--- src/rtl/reg_file_arbiter_pkg.sv ---
// Shared definitions for the register-file arbiter: sizes, FSM encoding and
// the two-way round-robin pick rule.
package reg_file_arbiter_pkg;

    localparam int RF_AW = 4;
    localparam int RF_DW = 8;

    typedef enum logic [1:0] {
        IDLE   = 2'd0,
        ACCESS = 2'd1,
        DONE   = 2'd2
    } state_e;

    // On a tie the port that did not win last time is chosen.
    function automatic logic rr_pick_id(input logic req0,
                                        input logic req1,
                                        input logic last_grant);
        logic id;
        if (req0 && req1) begin
            id = ~last_grant;
        end else if (req1) begin
            id = 1'b1;
        end else begin
            id = 1'b0;
        end
        return id;
    endfunction

endpackage

--- src/rtl/reg_file_arbiter_rr_arb2.sv ---
// Combinational two-way round-robin picker used by the register-file arbiter.
module rr_arb2
    import reg_file_arbiter_pkg::*;
(
    input  logic req0,
    input  logic req1,
    input  logic last_grant,
    output logic gnt_valid,
    output logic gnt_id
);

    // Grant decision from the current requests and the previous winner
    always_comb begin
        gnt_valid = req0 | req1;
        gnt_id    = rr_pick_id(req0, req1, last_grant);
    end

endmodule

--- src/rtl/reg_file_arbiter.sv ---
// Shares one single-port register file between a core port (0) and a debug
// port (1): round-robin grant, one access per grant, registered outputs.
module reg_file_arbiter
    import reg_file_arbiter_pkg::*;
#(
    parameter int AW = RF_AW,
    parameter int DW = RF_DW
) (
    input  logic          clk,
    input  logic          CLB,
    input  logic          req0,
    input  logic          we0,
    input  logic [AW-1:0] addr0,
    input  logic [DW-1:0] wdata0,
    output logic          ack0,
    output logic [DW-1:0] rdata0,
    input  logic          req1,
    input  logic          we1,
    input  logic [AW-1:0] addr1,
    input  logic [DW-1:0] wdata1,
    output logic          ack1,
    output logic [DW-1:0] rdata1,
    output logic [AW-1:0] rf_addr,
    output logic [DW-1:0] rf_wdata,
    output logic          rf_load,
    input  logic [DW-1:0] rf_rdata,
    output logic          busy
);

    state_e        state_r;
    state_e        state_nxt_s;
    logic          last_grant_r;
    logic          last_grant_nxt_s;
    logic          gnt_id_r;
    logic          gnt_id_nxt_s;
    logic          gnt_valid_s;
    logic          gnt_pick_s;
    logic [AW-1:0] rf_addr_nxt_s;
    logic [DW-1:0] rf_wdata_nxt_s;
    logic          rf_load_nxt_s;
    logic          ack0_nxt_s;
    logic          ack1_nxt_s;
    logic [DW-1:0] rdata0_nxt_s;
    logic [DW-1:0] rdata1_nxt_s;
    logic          busy_nxt_s;

    rr_arb2 u_rr_arb2 (
        .req0       (req0),
        .req1       (req1),
        .last_grant (last_grant_r),
        .gnt_valid  (gnt_valid_s),
        .gnt_id     (gnt_pick_s)
    );

    // Next-state and next-output logic; requests are only looked at in IDLE
    always_comb begin
        state_nxt_s      = state_r;
        last_grant_nxt_s = last_grant_r;
        gnt_id_nxt_s     = gnt_id_r;
        rf_addr_nxt_s    = rf_addr;
        rf_wdata_nxt_s   = rf_wdata;
        rf_load_nxt_s    = 1'b0;
        ack0_nxt_s       = 1'b0;
        ack1_nxt_s       = 1'b0;
        rdata0_nxt_s     = rdata0;
        rdata1_nxt_s     = rdata1;
        case (state_r)
            IDLE: begin
                if (gnt_valid_s) begin
                    state_nxt_s      = ACCESS;
                    gnt_id_nxt_s     = gnt_pick_s;
                    last_grant_nxt_s = gnt_pick_s;
                    if (gnt_pick_s) begin
                        rf_addr_nxt_s  = addr1;
                        rf_wdata_nxt_s = wdata1;
                        rf_load_nxt_s  = we1;
                    end else begin
                        rf_addr_nxt_s  = addr0;
                        rf_wdata_nxt_s = wdata0;
                        rf_load_nxt_s  = we0;
                    end
                end else begin
                    state_nxt_s = IDLE;
                end
            end
            ACCESS: begin
                state_nxt_s = DONE;
                // rf_load doubles as the stored write flag of the current grant
                if (!rf_load && gnt_id_r) begin
                    rdata1_nxt_s = rf_rdata;
                end else if (!rf_load) begin
                    rdata0_nxt_s = rf_rdata;
                end else begin
                    rdata0_nxt_s = rdata0;
                end
                if (gnt_id_r) begin
                    ack1_nxt_s = 1'b1;
                end else begin
                    ack0_nxt_s = 1'b1;
                end
            end
            DONE: begin
                state_nxt_s = IDLE;
            end
            default: begin
                state_nxt_s      = IDLE;
                last_grant_nxt_s = 1'b1;
                gnt_id_nxt_s     = 1'b0;
                rf_addr_nxt_s    = {AW{1'b0}};
                rf_wdata_nxt_s   = {DW{1'b0}};
                rdata0_nxt_s     = {DW{1'b0}};
                rdata1_nxt_s     = {DW{1'b0}};
            end
        endcase
        busy_nxt_s = (state_nxt_s != IDLE);
    end

    // State and output registers; reset drops any access in flight
    always_ff @(posedge clk or negedge CLB) begin
        if (!CLB) begin
            state_r      <= IDLE;
            last_grant_r <= 1'b1;
            gnt_id_r     <= 1'b0;
            rf_addr      <= {AW{1'b0}};
            rf_wdata     <= {DW{1'b0}};
            rf_load      <= 1'b0;
            ack0         <= 1'b0;
            ack1         <= 1'b0;
            rdata0       <= {DW{1'b0}};
            rdata1       <= {DW{1'b0}};
            busy         <= 1'b0;
        end else begin
            state_r      <= state_nxt_s;
            last_grant_r <= last_grant_nxt_s;
            gnt_id_r     <= gnt_id_nxt_s;
            rf_addr      <= rf_addr_nxt_s;
            rf_wdata     <= rf_wdata_nxt_s;
            rf_load      <= rf_load_nxt_s;
            ack0         <= ack0_nxt_s;
            ack1         <= ack1_nxt_s;
            rdata0       <= rdata0_nxt_s;
            rdata1       <= rdata1_nxt_s;
            busy         <= busy_nxt_s;
        end
    end

endmodule

--- config.mk ---
export PLATFORM = sky130hd
export DESIGN_NAME = reg_file_arbiter
export DESIGN_NICKNAME = d
export VERILOG_FILES = /design/src/rtl/reg_file_arbiter_pkg.sv /design/src/rtl/reg_file_arbiter_rr_arb2.sv /design/src/rtl/reg_file_arbiter.sv
export SDC_FILE = /design/constraint.sdc
export NUM_CORES = 1
export LEC_CHECK = 0
export BUFFER_PORTS_ARGS = -buffer_cell sky130_fd_sc_hd__buf_2
export CORE_ASPECT_RATIO = 0.9
export CORE_MARGIN = 5
export CORE_UTILIZATION = 53
export CTS_BUF_LIST = sky130_fd_sc_hd__clkbuf_4 sky130_fd_sc_hd__clkbuf_8
export CTS_CLUSTER_SIZE = 20
export DETAILED_ROUTE_END_ITERATION = 8
export PLACE_DENSITY_LB_ADDON = 0.2
export SLEW_MARGIN = 10
export SYNTH_ARGS = -nofsm -noshare
export SYNTH_HDL_FRONTEND = slang
export SYNTH_HIERARCHICAL = 1
export SYNTH_SLANG_ARGS = --single-unit
--- constraint.sdc ---
create_clock -name clk -period 4.5 [get_ports clk]
set_input_delay 0.9 -clock clk [delete_from_list [all_inputs] [get_ports clk]]
set_output_delay 0.9 -clock clk [all_outputs]
set_load 0.01 [all_outputs]
# After elaboration in Yosys (flattened, before gate mapping)

Cells that the tools add are included.

Word-level logic and storage cells: 56
Output and inout port bits: 32
Bits of input ports: 38
Bits in registers: 36

Equal/unequal tests: 6
Muxes and demuxes: 25
Reduce and logical (&&, ||, !) cells: 10
Bitwise gates (word level): 4

Operators with widths:

| cell                                                                  | count |
|---|---|
| 8-bit case mux with 2 select lines                                    | 3 |
| 8-bit 2-to-1 mux                                                      | 5 |
| 1-bit 2-to-1 mux                                                      | 11 |
| 4-bit 2-to-1 mux                                                      | 2 |
| 2-bit inequality test, second input constant                          | 4 |
| 4-bit case mux with 2 select lines                                    | 1 |
| 1-bit case mux with 2 select lines                                    | 2 |
| 2-bit case mux with 2 select lines                                    | 1 |
| 2-bit AND reduction                                                   | 2 |
| 2-bit OR reduction                                                    | 2 |
| 1-bit NOT                                                             | 3 |
| 3-bit AND reduction                                                   | 1 |
| 2-bit by 1-bit equality test with 1-bit output, second input constant | 1 |
| 2-bit equality test, second input constant                            | 1 |
| 1-bit logical AND                                                     | 2 |
| 2-bit logical NOT                                                     | 1 |
| 2-bit nonzero test                                                    | 1 |
| 1-bit logical NOT                                                     | 1 |
| 1-bit OR                                                              | 1 |

# Logic depth before layout (Yosys ltp)

Depth after elaboration: 5
Gate-level depth with buffers: 6
Gate-level depth less buffers: 5

# Modules after synthesis

The synthesis kept the hierarchy.

By module, submodules not included:

| module           | cells an instance | area each (um^2) | seq. area each (um^2) | instances |
|---|---|---|---|---|
| reg_file_arbiter | 125               | 1685.4           | 902.1                 | 1 |
| rr_arb2          | 2                 | 13.8             | 0.0                   | 1 |

# Worst setup path before layout

Ideal clock, no wire load.

Path kind: input to register
Start: input port req1
End: register rf_addr[0]
Data required time: 4.375 ns
Buffers on the path: 2
Cell stages on the path: 6
Path slack: 2.420 ns
Setup time: 0.125 ns
Data arrival time: 1.955 ns
Path through: a21boi_1 > buf_2 > buf_2 > mux2i_1 > nor2b_1 > mux2_2

Cells in the longest elaborated chain, start to end: 5
Elaborated cells between the ends (all ways): 9
Classes of those cells: 1 x eq/ne; 5 x mux; 1 x bitwise; 2 x reduce/logical

Ends and longest elaborated chain:

| element                                               | RTL line                                               | text |
|---|---|---|
| start, declared                                       | reg_file_arbiter.sv:17                                 | `input logic req1,` |
| 1-bit 2-to-1 mux or 1-bit logical AND (tied branches) | reg_file_arbiter_pkg.sv:21, reg_file_arbiter_pkg.sv:19 |  |
| 1-bit 2-to-1 mux                                      | reg_file_arbiter_pkg.sv:19                             | `if (req0 && req1) begin` |
| 4-bit 2-to-1 mux                                      | reg_file_arbiter.sv:73                                 | `if (gnt_pick_s) begin` |
| 4-bit 2-to-1 mux                                      | reg_file_arbiter.sv:69                                 | `if (gnt_valid_s) begin` |
| 4-bit case mux with 2 select lines                    | reg_file_arbiter.sv:67                                 | `case (state_r)` |
| end signal, assigned                                  | reg_file_arbiter.sv:124                                | `rf_addr <= {AW{1'b0}};` |
| end signal, assigned                                  | reg_file_arbiter.sv:136                                | `rf_addr <= rf_addr_nxt_s;` |
| end, declared                                         | reg_file_arbiter.sv:23                                 | `output logic [AW-1:0] rf_addr,` |

Several ways; a longest one is shown, not always the timed one. The select of a mux whose other input is x is not followed.
A chain may end at the register's enable or synchronous reset.

# Worst setup path in the final report

Start: input port req0
End: register rf_addr[2]

Cells in the longest elaborated chain, start to end: 5
Elaborated cells between the ends (all ways): 8
Classes of those cells: 1 x eq/ne; 4 x mux; 1 x bitwise; 2 x reduce/logical

Ends and longest elaborated chain:

| element                            | RTL line                   | text |
|---|---|---|
| start, declared                    | reg_file_arbiter.sv:11     | `input logic req0,` |
| 1-bit logical AND                  | reg_file_arbiter_pkg.sv:19 |  |
| 1-bit 2-to-1 mux                   | reg_file_arbiter_pkg.sv:19 |  |
| via gnt_pick_s                     | reg_file_arbiter.sv:37     | `logic gnt_pick_s;` |
| 4-bit 2-to-1 mux                   | reg_file_arbiter.sv:73     |  |
| 4-bit 2-to-1 mux                   | reg_file_arbiter.sv:69     |  |
| 4-bit case mux with 2 select lines | reg_file_arbiter.sv:67     |  |

The timed path passes the listed nets, and every way through them passes these cells. The select of a mux whose other input is x is not followed.

==> results.yml <==
status:
  status: "finished, final reports clean"
global_route:
  grt_pass1_wl_mm: 6.19
  met2_usage: 0.292
  gr-total-overflow: 0
  grt_max_degree: 37
  grt_usage: 0.176
  antenna_found_initial: 0
  grt_pass1_vias: 1317
  busiest_layer: "met2"
  use_met3: 0.0541
  met1_usage: 0.224
worst_setup_path:
  crit_path_start_kind: "primary input"
  reg2reg_to: "rf_wdata[7]"
  crit_chain: "buf_2 -> a21boi_2 -> mux2i_1 -> nor2b_1 -> mux2_2"
  reg2regPathDepth: 5
  cp_slowest_cell: "a21boi_2"
  worst-setup-path-type: "in -> reg"
  regToRegStartpoint: "state_r[0]"
  worst-path-max-fanout: 15
  cp_top_family: "compound AO/OA/AOI/OAI gates"
  rrSetupSlack_ns: 2.35
  critPathMaxStageDelay_ns: 0.80
  crit_buf_inv: 1
  critical_path_required_ns: 4.72
  worst_setup_path_end_kind: "flop"
  crit_arrival_ns: 2.42
detailed_routing:
  drtIter0Drc: 28
  first_pass_iters: 4
  vias: 1179
  wl_per_cell_um: 14.4
  antenna_left: 0
  routed_wl_mm: 3.48
  avgViaCountPerCell: 4.87
  drcViolationCount: 0
synth:
  ys_warn_count: 6
  ys_seq_area_frac: 0.531
  ys_types: 21
  syn_nets: 169
  synth-seq-cells: 36
  synth.avg_cell_area_um2: 13.4
  synth_cells: 127
  syn_area_um2: 1700
cts:
  cts.reportedPaths.clkPinSlew_ns: 0.11
  cts_buffers: 5
  htreeDepth: 2
  clock-root-buffer: "clkbuf_4"
  post_cts_resized: 0
  cts_hold_buf: 0
  clk_path_buf_depth: 2
  cts_tree: "done"
  clock-sinks: 36
  post_cts_buffers: 0
  insertion_delay_ns: 0.33
timing:
  clock.fmax_ghz: 0.453
  skew_ns: 0.00984
  period_minus_slack_ns: 2.21
  tightest_slew_ns: 1.03
  finalHoldViolCount: 0
  final.setup.tns_ns: 0
  setup_viol: 0
  maxSlewHeadroom: 0.309
  rsz0062_at_grt: "no"
  slew_viol_final: 0
  period_share: 0.491
floorplan:
  core_um2: 3070
  die_h_um: 63.7
  io_pins: 70
  dieArea_um2: 4440
  die_x_um: 69.7
  core.rowCount: 19
  initial_core_util: 0.554
job:
  cap_violations: 0
place:
  portBuffers: 69
  routabilityCongestion: 0.735
  dpl.cell_count: 234
  placed_area_um2: 2070
  dp_hpwl_mm: 2.59
power:
  p_per_area_nw_per_um2: 642
  p_comb_frac: 0.509
  swShare: 0.359
  peakVddDrop_v: 0.000321
  p_sw_w: 0.000493
  p_clk_frac: 0.134
  power.share.sequential: 0.358
  p_int_w: 0.000881
  finalPower_w: 0.00137
  p_leak_nw: 1.15
layout:
  area.growth.synth_to_final_pct: 25.8
  final_cells: 242
  drive_above_1_share: 0.560
  final_cell_area_um2: 2140
  final_nets: 241
  antenna_cells: 0
min_path:
  min_to: "ack0"
  hold_depth: 1
  min_path_type: "reg -> reg"
  min-delay-start: "gnt_id_r"
## flip-flops by register name, indices dropped and copies added, names as in the netlist
register and flops:
rdata0 8, ack0 1, rf_wdata 8, rdata1 8, state_r 2, rf_load 1, busy 1, ack1 1
last_grant_r 1, gnt_id_r 1, rf_addr 4
## metrics by stage
stage                     hold WS (ns)  setup WS [ns]  utilization
after detailed placement         0.489           1.96        0.676
final                            0.498           2.29        0.697
after global placement           0.485           2.04        0.676
after floorplan                  0.439           2.42            -
after global routing             0.532           2.15        0.697
after CTS                        0.504           2.29        0.697
## routing by layer
| layer | share of wire | vias up |
|---|---|---|
| met5 | 0 | - |
| met4 | 0.011 | 0 |
| met3 | 0.063 | 5 |
| met2 | 0.49 | 36 |
| met1 | 0.44 | 564 |
| li1 | - | 574 |
## kinds of logic after synthesis
kind of cell	synth area share
muxes	0.275
DFF	0.531
and+or+nand+nor	0.104
buffers and inverters	0.0324
AOI/OAI and AO/OA	0.0287
adders and majority gates	0.0295
## power groups by stage
stage	Sequential [W]	Combinational (W)	Clock, W
2_1_floorplan	0.000535	0.000481	0
3_3_place_gp	0.000492	0.000680	0
3_5_place_dp	0.000499	0.000709	0
4_1_cts	0.000493	0.000711	0.000189
5_1_grt	0.000507	0.000774	0.000204
6_report	0.000491	0.000699	0.000184
## cells in the final DEF (no fill, tap or decap), types with 2 or more instances in the layout
cell type,netlist,final
and2_1,10,10
buf_2,2,69
clkbuf_4,0,6
dfrtp_1,35,35
ha_1,4,4
inv_1,5,5
mux2_2,29,29
mux2i_1,14,14
nand2b_1,2,2
nor2b_1,13,13
## area by class of cell
class,instances,area (µm²)
clock buffers,7,58.8
clock inverters,1,7.51
fillers,255,928
inverters,5,18.8
multi-input cells,81,746
flip-flops and latches,36,902
well taps,42,52.6
repair buffers,70,353
## cell usage after synthesis (all sizes together)
library cell  number  share of area
mux2i             14          0.082
a21oi              1         0.0029
nand2b             2         0.0074
and2              10          0.037
dfstp              1          0.015
nor2               1         0.0022
or2                2         0.0074
nand2              1         0.0022
mux2              29           0.19
a21boi             1         0.0044
clkbuf             1         0.0022
o21ai              1         0.0052
ha                 4          0.029
buf                4          0.019
nor2b             13          0.048
inv                5          0.011
a211oi             2          0.016
dfrtp             35           0.52
## how the worst max path moves through the flow
stage | start | end | cells past startpoint
after CTS | req0 | rf_addr[2] | 5
after global placement | req0 | rf_wdata[4] | 5
after detailed placement | req0 | rf_addr[2] | 5
final | req0 | rf_addr[2] | 5
after floorplan | req1 | rf_addr[0] | 6
after global routing | req0 | rf_addr[2] | 5
No activity file was read; power rests on OpenSTA's default activity.
